`src/rtl/imem_loader.sv`:
```
// imem_loader: boot-time loader that receives a framed byte stream
// (SYNC_BYTE, LEN_HI, LEN_LO, N big-endian 16-bit words[, CHK]), writes
// each word to instruction memory at consecutive even byte addresses, and
// holds the CPU in reset until the image is complete.
// Optional feature macro: IMEM_LOADER_CHECKSUM_EN. When it is defined, a
// trailing CHK byte (XOR of length and data bytes) is verified before DONE.
module imem_loader #(
  parameter int         MAX_WORDS = 256,
  parameter logic [7:0] SYNC_BYTE = 8'hA5
) (
  input  logic        clk,
  input  logic        rst,
  input  logic        rx_valid,
  input  logic [7:0]  rx_data,
  output logic        rx_ready,
  output logic        im_we,
  output logic [15:0] im_addr,
  output logic [15:0] im_wdata,
  output logic        cpu_hold,
  output logic        done,
  output logic        error,
  output logic [1:0]  err_code,
  output logic [15:0] words_loaded
);

  localparam logic [3:0] IDLE    = 4'd0;
  localparam logic [3:0] LEN_HI  = 4'd1;
  localparam logic [3:0] LEN_LO  = 4'd2;
  localparam logic [3:0] DATA_HI = 4'd3;
  localparam logic [3:0] DATA_LO = 4'd4;
  localparam logic [3:0] WRITE   = 4'd5;
  localparam logic [3:0] CHECK   = 4'd6;
  localparam logic [3:0] DONE    = 4'd7;
  localparam logic [3:0] ERROR   = 4'd8;

  localparam logic [15:0] MAX_LEN = MAX_WORDS[15:0];

`ifdef IMEM_LOADER_CHECKSUM_EN
  // Image body is followed by the CHK byte.
  localparam logic [3:0] AFTER_BODY = CHECK;
`else
  // No CHK byte: the image is complete as soon as the body is written.
  localparam logic [3:0] AFTER_BODY = DONE;
`endif

  logic [3:0]  state_reg, state_next;
  logic [7:0]  len_hi_reg;
  logic [15:0] len_reg;
  logic [7:0]  hi_reg;
  logic [7:0]  chk_reg;
  logic        im_we_reg;
  logic [15:0] im_addr_reg;
  logic [15:0] im_wdata_reg;
  logic        cpu_hold_reg;
  logic        done_reg;
  logic        error_reg;
  logic [1:0]  err_code_reg;
  logic [15:0] words_loaded_reg;

  logic        accept;
  logic [15:0] len_in;

  assign accept = rx_valid && rx_ready;
  assign len_in = {len_hi_reg, rx_data};

  assign im_we        = im_we_reg;
  assign im_addr      = im_addr_reg;
  assign im_wdata     = im_wdata_reg;
  assign cpu_hold     = cpu_hold_reg;
  assign done         = done_reg;
  assign error        = error_reg;
  assign err_code     = err_code_reg;
  assign words_loaded = words_loaded_reg;

  // Next-state decode and byte acceptance (rx_ready depends on state only).
  always_comb begin
    state_next = state_reg;
    rx_ready   = 1'b0;
    case (state_reg)
      IDLE: begin
        rx_ready = 1'b1;
        if (rx_valid && (rx_data == SYNC_BYTE)) state_next = LEN_HI;
      end
      LEN_HI: begin
        rx_ready = 1'b1;
        if (rx_valid) state_next = LEN_LO;
      end
      LEN_LO: begin
        rx_ready = 1'b1;
        if (rx_valid) begin
          if (len_in > MAX_LEN)      state_next = ERROR;
          else if (len_in == 16'd0)  state_next = AFTER_BODY;
          else                       state_next = DATA_HI;
        end
      end
      DATA_HI: begin
        rx_ready = 1'b1;
        if (rx_valid) state_next = DATA_LO;
      end
      DATA_LO: begin
        rx_ready = 1'b1;
        if (rx_valid) state_next = WRITE;
      end
      WRITE: begin
        // words_loaded_reg still holds the pre-increment count here.
        if ((words_loaded_reg + 16'd1) < len_reg) state_next = DATA_HI;
        else                                      state_next = AFTER_BODY;
      end
`ifdef IMEM_LOADER_CHECKSUM_EN
      CHECK: begin
        rx_ready = 1'b1;
        if (rx_valid) begin
          if (rx_data == chk_reg) state_next = DONE;
          else                    state_next = ERROR;
        end
      end
`endif
      DONE:    state_next = DONE;
      ERROR:   state_next = ERROR;
      default: state_next = IDLE;
    endcase
  end

  // State register.
  always_ff @(posedge clk) begin
    if (rst) state_reg <= IDLE;
    else     state_reg <= state_next;
  end

  // Datapath: length/byte capture, running checksum, write port and status.
  always_ff @(posedge clk) begin
    if (rst) begin
      len_hi_reg       <= 8'd0;
      len_reg          <= 16'd0;
      hi_reg           <= 8'd0;
      chk_reg          <= 8'd0;
      im_we_reg        <= 1'b0;
      im_addr_reg      <= 16'd0;
      im_wdata_reg     <= 16'd0;
      cpu_hold_reg     <= 1'b1;
      done_reg         <= 1'b0;
      error_reg        <= 1'b0;
      err_code_reg     <= 2'b00;
      words_loaded_reg <= 16'd0;
    end else begin
      im_we_reg <= 1'b0;
      case (state_reg)
        IDLE: begin
          // Checksum restarts with every new frame; the sync byte is excluded.
          if (accept && (rx_data == SYNC_BYTE)) chk_reg <= 8'd0;
        end
        LEN_HI: begin
          if (accept) begin
            len_hi_reg <= rx_data;
            chk_reg    <= chk_reg ^ rx_data;
          end
        end
        LEN_LO: begin
          if (accept) begin
            len_reg <= len_in;
            chk_reg <= chk_reg ^ rx_data;
          end
        end
        DATA_HI: begin
          if (accept) begin
            hi_reg  <= rx_data;
            chk_reg <= chk_reg ^ rx_data;
          end
        end
        DATA_LO: begin
          // Write is presented in the WRITE cycle that follows this handshake.
          if (accept) begin
            im_we_reg    <= 1'b1;
            im_addr_reg  <= {words_loaded_reg[14:0], 1'b0};
            im_wdata_reg <= {hi_reg, rx_data};
            chk_reg      <= chk_reg ^ rx_data;
          end
        end
        WRITE: begin
          words_loaded_reg <= words_loaded_reg + 16'd1;
        end
        default: ;
      endcase

      if ((state_next == DONE) && (state_reg != DONE)) begin
        done_reg     <= 1'b1;
        cpu_hold_reg <= 1'b0;
      end

      if ((state_next == ERROR) && (state_reg != ERROR)) begin
        error_reg    <= 1'b1;
        err_code_reg <= (state_reg == CHECK) ? 2'b10 : 2'b01;
      end
    end
  end

endmodule

```
`config.mk`:
```
export PLATFORM = sky130hd
export DESIGN_NAME = imem_loader
export DESIGN_NICKNAME = d
export VERILOG_FILES = /design/src/rtl/imem_loader.sv
export SDC_FILE = /design/constraint.sdc
export NUM_CORES = 1
export LEC_CHECK = 0
export ABC_AREA = 0
export ABC_CLOCK_PERIOD_IN_PS = 2600
export BUFFER_PORTS_ARGS = -buffer_cell sky130_fd_sc_hd__clkbuf_2
export CAP_MARGIN = 10
export CORE_MARGIN = 2
export CORE_UTILIZATION = 50
export DETAILED_ROUTE_END_ITERATION = 8
export PLACE_DENSITY = 0.85
export SLEW_MARGIN = 20
export SYNTH_ARGS = -nofsm -noshare
export SYNTH_HDL_FRONTEND = slang
export SYNTH_SLANG_ARGS = --single-unit
```
`constraint.sdc`:
```
create_clock -name clk -period 2.6 [get_ports clk]
set_input_delay 0.39 -clock clk [delete_from_list [all_inputs] [get_ports clk]]
set_output_delay 0.39 -clock clk [all_outputs]
set_load 0.01 [all_outputs]
```
# After elaboration in Yosys (flattened, before gate mapping)
# Index checks and enable logic that the tools add are counted.
# Widths: inputs -> output; s select.
[totals]
register_bits = 89
input_bits = 11
out_inout_bits = 55
elab_cells = 53
[classes]
addsub = 1
magnitude_cmp = 2
eq_ne = 13
mux = 12
n_bitwise = 1
n_reduce_logical = 12
[op_table]
columns = ["op", "n"]
rows = [
  ["$pmux 4 s8", 1],
  ["$mux 4", 6],
  ["$eq 4x3->1 const B", 5],
  ["$add 16x1->16 const B", 1],
  ["$gt 16x9->1 const B", 1],
  ["$logic_not 16->1", 1],
  ["$lt 16x16->1", 1],
  ["$eq 4x2->1 const B", 2],
  ["$eq 4x4->1 const B", 2],
  ["$eq 8x8->1 const B", 1],
  ["$reduce_and 2->1", 4],
  ["$mux 3", 2],
  ["$reduce_or 5->1", 1],
  ["$eq 4x1->1 const B", 1],
  ["$logic_and 1x1->1", 4],
  ["$logic_not 4->1", 1],
  ["$ne 4x3->1 const B", 1],
  ["$ne 4x4->1 const B", 1],
  ["$mux 1", 2],
  ["$mux 2", 1],
  ["$reduce_or 2->1", 1],
  ["$not 1->1", 1],
]

# Depth between registers and ports, before layout
# Gate-level depths: netlist of run 1.
[depth]
depth_word = 7
mapped_depth = 12
depth_no_buf = 12

# Worst setup path before layout of run 1
# No wires, ideal clock.
[synth_timing]
path_kind = "flip-flop to flip-flop"
from = "reg words_loaded_reg[0] (netlist: words_loaded[0])"
to = "reg cpu_hold_reg (netlist: cpu_hold)"
setup_time_ns = 0.118
arrival_ns = 2.669
required_ns = 2.482
slack_ns = -0.188
stages_incl_launch_ff = 12
n_path_buf = 0
period_less_slack_ns = 2.788
path_cell_list = "dfxtp_1 ha_1 nand3_2 nor4_4 nand3_1 nor2_1 xor2_1 ha_1 nand4_1 a2111oi_1 a21oi_1 o2bb2ai_1"
[synth_between]
elab_chain_len = 6
[synth_lines]
columns = ["element", "line_no", "rtl"]
rows = [
  ["start: declaration", "58", "logic [15:0] words_loaded_reg;"],
  ["start signal: assignment", "180", "words_loaded_reg <= words_loaded_reg + 16'd1;"],
  ["$add 16x1->16", "106", "if ((words_loaded_reg + 16'd1) < len_reg) state_next = DATA_HI;"],
  ["$lt 16x16->1", "106", ""],
  ["$mux 3", "106", ""],
  ["$pmux 4 s8", "79", "case (state_reg)"],
  ["$eq 4x3->1", "185", "if ((state_next == DONE) && (state_reg != DONE)) begin"],
  ["$logic_and 1x1->1", "185", ""],
  ["end signal: assignment", "140", "cpu_hold_reg <= 1'b1;"],
  ["end signal: assignment", "187", "cpu_hold_reg <= 1'b0;"],
  ["end: declaration", "54", "logic cpu_hold_reg;"],
]
# Every way passes these cells.
# A chain may end at the register's enable or synchronous reset.

# Worst setup path after layout of run 1
[layout_timing]
from = "reg words_loaded_reg[7] (netlist: words_loaded[7])"
to = "reg state_reg[2]"
[layout_between]
elab_chain_len = 4
[layout_lines]
columns = ["element", "line_no", "rtl"]
rows = [
  ["$add 16x1->16", "106", ""],
  ["$lt 16x16->1", "106", ""],
  ["$mux 3", "106", ""],
  ["$pmux 4 s8", "79", ""],
  ["end signal: assignment", "127", "else state_reg <= state_next;"],
  ["end: declaration", "46", "logic [3:0] state_reg, state_next;"],
]
# Every way passes these cells.

==> run summary, run 1 <==
status -> finished, final reports clean
Sink Count -> 89
DP HPWL -> 6800 um
DRT Pass-1 Iters -> 5
Num CTS Buffers -> 9
Maximum Capacitance Violations -> 0
crit path DAT -> 2.79 ns
CP Class -> reg2reg
initial antenna violation count -> 0
register bit count reported by yosys -> 89
Critical Path RT -> 2.83 ns
Period minus WS final -> 2.57 ns
Tot GR Track Use -> 22.0%
Slew @ Worst Pin -> 0.630 ns
P&R area growth vs syn -> 21.9%
final setup skew -> 0.0101 ns
DR iter-0 viols -> 138
CTS tree -> done
remaining antenna violation count after routing -> 0
most common cell after layout, fill and taps aside -> nand2_1
Post-Syn Nets -> 524
maximum clock rate -> 0.390 GHz
Rel. slew slack -> 57.6%
routability congestion estimate -> 0.854
RSZ-0062 raised after global routing -> yes
Congestion Overflow GR -> 0
Reg clk slew, reported paths -> 0.09 ns
WHS -> 0.253 ns
clock latency on the worst-skew pair -> 0.36 ns
fillcell total -> 683
Core Area -> 8090 um2
pwr/cell area -> 528 nW/um2
P_leak -> 2.08 nW
Tcrit/Tclk final -> 98.7%
Synthesis Warnings -> 0
Max IR drop VDD -> 0.458 mV
Hold Fails Final Rpt -> 0
final slew viol count -> 0
routed vias -> 3663
Worst Setup End Kind -> flop
CTS Hold Bufs -> 0
most frequent cells in the layout -> nand2_1 (116), dfxtp_1 (85), clkbuf_2 (64)
setup TNS -> 0 ns
Final setup viols -> 0
share of cells above drive strength 1 -> 24.6%
pin count of the biggest net entering global routing -> 53
vias in the first global route -> 3358
Syn Std Cell Area -> 4100 um2
post-synth cell types -> 56
detailed-route wire length -> 9570 um
Root Driver -> clkbuf_8
Reg area -> 1790 um2
first-pass GRT wire length -> 15500 um
htree depth -> 3
Via density -> 5.34
footprint of the multi-input gates -> 2190 um2
Avg Synthesized Cell Area -> 8.26 um2
CP startpoint kind -> flop
Crit Path Max Fanout -> 3
post-layout util -> 61.8%
cell row count -> 33
die area -> 8950 um2
DRC -> 0
DIE WIDTH -> 94.6 um
# diodes -> 0
I/O pin count -> 66
type of the tightest min-delay check -> in2reg
register area share after synthesis -> 43.4%
Final #Nets -> 604
Tot Pwr -> 2.64 mW
Starting Density -> 50.7%
Die Ht -> 94.6 um
Avg WL per Cell -> 13.9 um
Max clock buf depth -> 2
port bufs -> 64
Post-Syn Instances -> 497
==> critical path, cell delays in order, from the launching register on <==
cell	delay [ns]
dfxtp_2	0.37
nand2_4	0.06
or3_4	0.40
nor3_4	0.21
and3_4	0.21
xor2_2	0.13
ha_1	0.28
a21oi_2	0.13
o21ai_1	0.07
a22o_1	0.25
nor3_4	0.22
a21oi_1	0.10
==> final cells by class <==
cell class                 count  share of cell area (%)
clock inverter                 5                    2.08
timing repair buffer          99                    11.7
multi-input combinational    358                    43.7
inverter                      20                    1.50
tap                          105                    2.63
clock buffer                  10                    2.75
sequential                    89                    35.7
==> report_power, final <==
group / total (mW) / internal [mW] / switching, mW / leakage [nW]
Clock: 1.14 / 0.660 / 0.479 / 0.122
Sequential: 1.39 / 1.37 / 0.0149 / 0.719
Combinational: 0.117 / 0.0394 / 0.0779 / 1.23
Total: 2.64 / 2.07 / 0.572 / 2.08
==> cells in the mapped netlist, drive strengths merged <==
cell / number / area, um2
o2bb2ai: 1 / 8.76
a21boi: 1 / 7.51
nor2: 41 / 161
and3b: 2 / 17.5
o21a: 1 / 7.51
and4: 1 / 8.76
or3: 3 / 23.8
nor2b: 4 / 25.0
nand3: 8 / 50.1
nand2: 117 / 442
and3: 3 / 18.8
a211o: 2 / 17.5
buf: 13 / 65.1
nor3b: 2 / 25.0
a2bb2oi: 1 / 8.76
conb: 1 / 3.75
or3b: 2 / 17.5
mux2i: 16 / 160
nand4: 4 / 25.0
dfxtp: 89 / 1780
o21ai: 8 / 40.0
ha: 16 / 200
a21o: 2 / 15.0
o211ai: 1 / 7.51
nor3: 9 / 55.1
xnor2: 14 / 123
or4: 1 / 7.51
xor2: 13 / 114
and4b: 1 / 10.0
a22o: 1 / 8.76
a311oi: 1 / 8.76
inv: 20 / 75.1
a41oi: 1 / 8.76
nor4bb: 1 / 10.0
clkbuf: 17 / 65.1
a2111oi: 2 / 18.8
o21ba: 1 / 10.0
nand2b: 1 / 6.26
nand4bb: 1 / 11.3
nor4: 7 / 92.6
nand3b: 2 / 15.0
a21oi: 64 / 320
a31oi: 1 / 6.26
==> stage by stage <==
| step | instance area, um2 | std cells | worst slack, ns |
|---|---|---|---|
| 6_report | 5000 | 686 | 0.0341 |
| 5_1_grt | 5000 | 686 | -0.133 |
| 4_1_cts | 4910 | 681 | 0.0684 |
| 3_5_place_dp | 4660 | 666 | -0.000365 |
| 3_3_place_gp | 4660 | 666 | 0.0791 |
| 2_1_floorplan | 4110 | 497 | 0.0143 |
==> what timing repair did <==
action,4_1_cts,5_1_grt
setup buffers,0,5
gates cloned,0,0
pin swaps,0,13
gates resized for setup,1,13
setup endpoints to repair,3,3
==> final timing paths <==
check	slack, ns	endpoint	depth (start not counted)	from
hold reg to reg	0.46	len_reg[11]$_SDFFE_PP0P_	2	len_reg[11]$_SDFFE_PP0P_
setup reg to reg	0.03	state_reg[2]$_SDFF_PP0_	11	words_loaded[7]$_SDFFE_PP0P_
setup / recovery	0.03	state_reg[2]$_SDFF_PP0_	11	words_loaded[7]$_SDFFE_PP0P_
hold / removal	0.25	error$_SDFFE_PP0P_	2	rst
==> cells by family after synthesis <==
logic type      count (synthesis)  synth area share (%)
xor+xnor                       27                  5.76
mux                            16                  3.90
fa+ha+maj                      16                  4.88
simple gates                  210                  24.9
flops                          89                  43.4
other cells                     1                0.0914
compound gates                 88                  12.0
buf+inv                        50                  5.00
==> routing by layer <==
layer	routed length (um)	part of all wire, %	global-route usage (%)	up-vias
li1	-	-	-	1815
met1	4140	43	27.6	1694
met2	4530	47	36.5	138
met3	696	7.3	6.54	16
met4	199	2.1	6.76	0
met5	0	0	0	-
(Power assumes the default switching activity.)
==> run 2: changes to the inputs <==
Settings changed: PLACE_DENSITY 0.85 to 0.86.
==> run 2 against run 1 <==
The flow now finishes with violations (negative setup slack); hold slack about the same; via count increased by 0.60%; die area unchanged; clock-buffer cell count unchanged; flip-flop and latch count unchanged; critical path depth increased by 1; cell count increased by 0.15%; worst setup slack got worse by 0.061 ns; critical endpoint unchanged.
==> run summary, run 2 (synthesized netlist as in run 1, its figures left out) <==
status -> complete, but fails checks
failing checks -> negative setup slack
Rel. slew slack -> 59.9% (+2.2 points)
pwr/cell area -> 489 nW/um2 (-7.5%)
Max IR drop VDD -> 0.312 mV (-32%)
register share of total power -> 56.4% (+3.9 points)
CP startpoint kind -> flop
Period minus WS final -> 2.63 ns (+0.0608 ns)
Non-Filler Instances -> 687 (+0.15%)
I/O pin count -> 66 (unchanged)
final slew viol count -> 0 (unchanged)
Core Area -> 8090 um2 (unchanged)
Internal Power -> 1.87 mW (-9.6%)
Root Driver -> clkbuf_8
r2r worst-path depth -> 12 (+1)
# diodes -> 0 (unchanged)
DP HPWL -> 6790 um (about the same)
Gate power share -> 4.8% (+0.4 points)
Final #Nets -> 605 (+0.17%)
Tot GR Track Use -> 22.6% (+0.57 points)
Psw -> 581 uW (+1.6%)
cell row count -> 33 (unchanged)
Hold Fails Final Rpt -> 0 (unchanged)
setup TNS -> -0.0320 ns (-0.0320 ns)
Tot Pwr -> 2.46 mW (-7.1%)
die area -> 8950 um2 (unchanged)
Hold Path Cell Cnt -> 2 (unchanged)
first-pass GRT wire length -> 15900 um (+2.9%)
WHS -> 0.253 ns (-0.000463 ns)
maximum clock rate -> 0.381 GHz (-2.3%)
final setup skew -> 0.00511 ns (-0.00500 ns)
clock latency on the worst-skew pair -> 0.36 ns (about the same)
footprint of the multi-input gates -> 2240 um2 (+2.3%)
post-layout util -> 62.1% (+0.23 points)
setup ws final -> -0.0267 ns (-0.0608 ns)
Congestion Overflow GR -> 0 (unchanged)
Critical Path RT -> 2.83 ns (about the same)
initial antenna violation count -> 0 (unchanged)
Crit Path Max Fanout -> 4 (+1)
P&R area growth vs syn -> 22.4%
detailed-route wire length -> 9870 um (+3.1%)
vias in the first global route -> 3359 (+0.030%)
most frequent cells in the layout -> nand2_1 (116), dfxtp_1 (83), clkbuf_2 (64)
pin count of the biggest net entering global routing -> 53 (unchanged)
port bufs -> 64 (unchanged)
Clk pwr share -> 38.7% (-4.4 points)
Finished Cell Area -> 5020 um2 (+0.38%)
CTS tree -> done
DRT Pass-1 Iters -> 5 (unchanged)
DR iter-0 viols -> 177 (+28%)
Starting Density -> 50.7% (unchanged)
routed vias -> 3685 (+0.60%)
number of cells after detailed placement -> 667 (+0.15%)
CTS Hold Bufs -> 0 (unchanged)
DIE WIDTH -> 94.6 um (unchanged)
Sw Ratio -> 23.7% (+2.0 points)
Placement Setup Slack -> -0.0206 ns (-0.0202 ns)
Slew @ Worst Pin -> 0.597 ns (-0.0333 ns)
RSZ-0062 raised after global routing -> yes
DRC -> 0 (unchanged)
type of the tightest min-delay check -> in2reg
dpl cell area -> 4670 um2 (+0.16%)
Num CTS Buffers -> 9 (unchanged)
P_leak -> 2.07 nW (-0.21%)
CP Class -> reg2reg
Reg clk slew, reported paths -> 0.08 ns (about the same)
Final setup viols -> 2 (+2)
Sink Count -> 89 (unchanged)
Via density -> 5.36 (+0.45%)
Maximum Capacitance Violations -> 0 (unchanged)
htree depth -> 3 (unchanged)
fillcell total -> 676 (-1.0%)
Avg WL per Cell -> 14.4 um (+3.0%)
Die Ht -> 94.6 um (unchanged)
Reg area -> 1790 um2 (+0.42%)
routability congestion estimate -> 0.827 (-3.2%)
Tcrit/Tclk final -> 101% (+2.3 points)
remaining antenna violation count after routing -> 0 (unchanged)
Worst Setup End Kind -> flop
most common cell after layout, fill and taps aside -> nand2_1
share of cells above drive strength 1 -> 25.4% (+0.82 points)
crit path DAT -> 2.86 ns (+0.07 ns)
Max clock buf depth -> 2 (unchanged)
-- run 2: cell types whose count changed in the layout (fill, tap and decap cells not counted), sizes merged --
cell and change:
bufinv -2, buf +1, clkinv +1, clkinvlp +1
-- run 2: path summary, 6_finish.rpt --
| check | startpoint | to | slack, ns |
|---|---|---|---|
| max | words_loaded[1]$_SDFFE_PP0P_ | state_reg[2]$_SDFF_PP0_ | -0.03 |
| min | rst | error$_SDFFE_PP0P_ | 0.25 |
| max reg2reg | words_loaded[1]$_SDFFE_PP0P_ | state_reg[2]$_SDFF_PP0_ | -0.03 |
| min reg2reg | error$_SDFFE_PP0P_ | error$_SDFFE_PP0P_ | 0.45 |
-- run 2: power groups by stage --
stage | clock (mW) | sequential [mW] | combinational [mW]
finish | 0.951 | 1.39 | 0.119
detailed placement | 0 | 1.42 | 0.116
global placement | 0 | 1.42 | 0.112
CTS | 0.964 | 1.39 | 0.117
floorplan | 0 | 1.41 | 0.0831
global route | 1.02 | 1.39 | 0.131
-- run 2: worst max-delay path: stages (launching register included) --
cell	delay (ns)
dfxtp_4	0.38
ha_4	0.15
nand3_4	0.10
nor4_4	0.32
nand3_2	0.14
nor2_2	0.13
xor2_1	0.25
ha_1	0.31
nand4_1	0.12
nor2_1	0.07
a22o_1	0.21
nor3_4	0.22
a21oi_1	0.09
-- run 2: timing repair --
item | CTS | global route
setup buffers | 0 | 6
setup endpoints to repair | 3 | 3
pin swaps | 1 | 11
resized for setup | 4 | 19
-- run 2: layout make-up --
cell class / instances / share of cell area, %
clock buffers: 10 / 2.74
clock inverters: 5 / 1.12
inverters: 20 / 1.49
multi-input cells: 358 / 44.5
flip-flops and latches: 89 / 35.7
well taps: 105 / 2.62
repair buffers: 100 / 11.8
-- run 2: layer usage --
layer	wire length (um)	part of all wire, %	GRT usage [%]	vias to the layer above
li1	-	-	-	1816
met1	4380	44	28.9	1712
met2	4730	48	38.0	135
met3	554	5.6	5.83	22
met4	207	2.1	5.68	0
met5	0	0	0	-
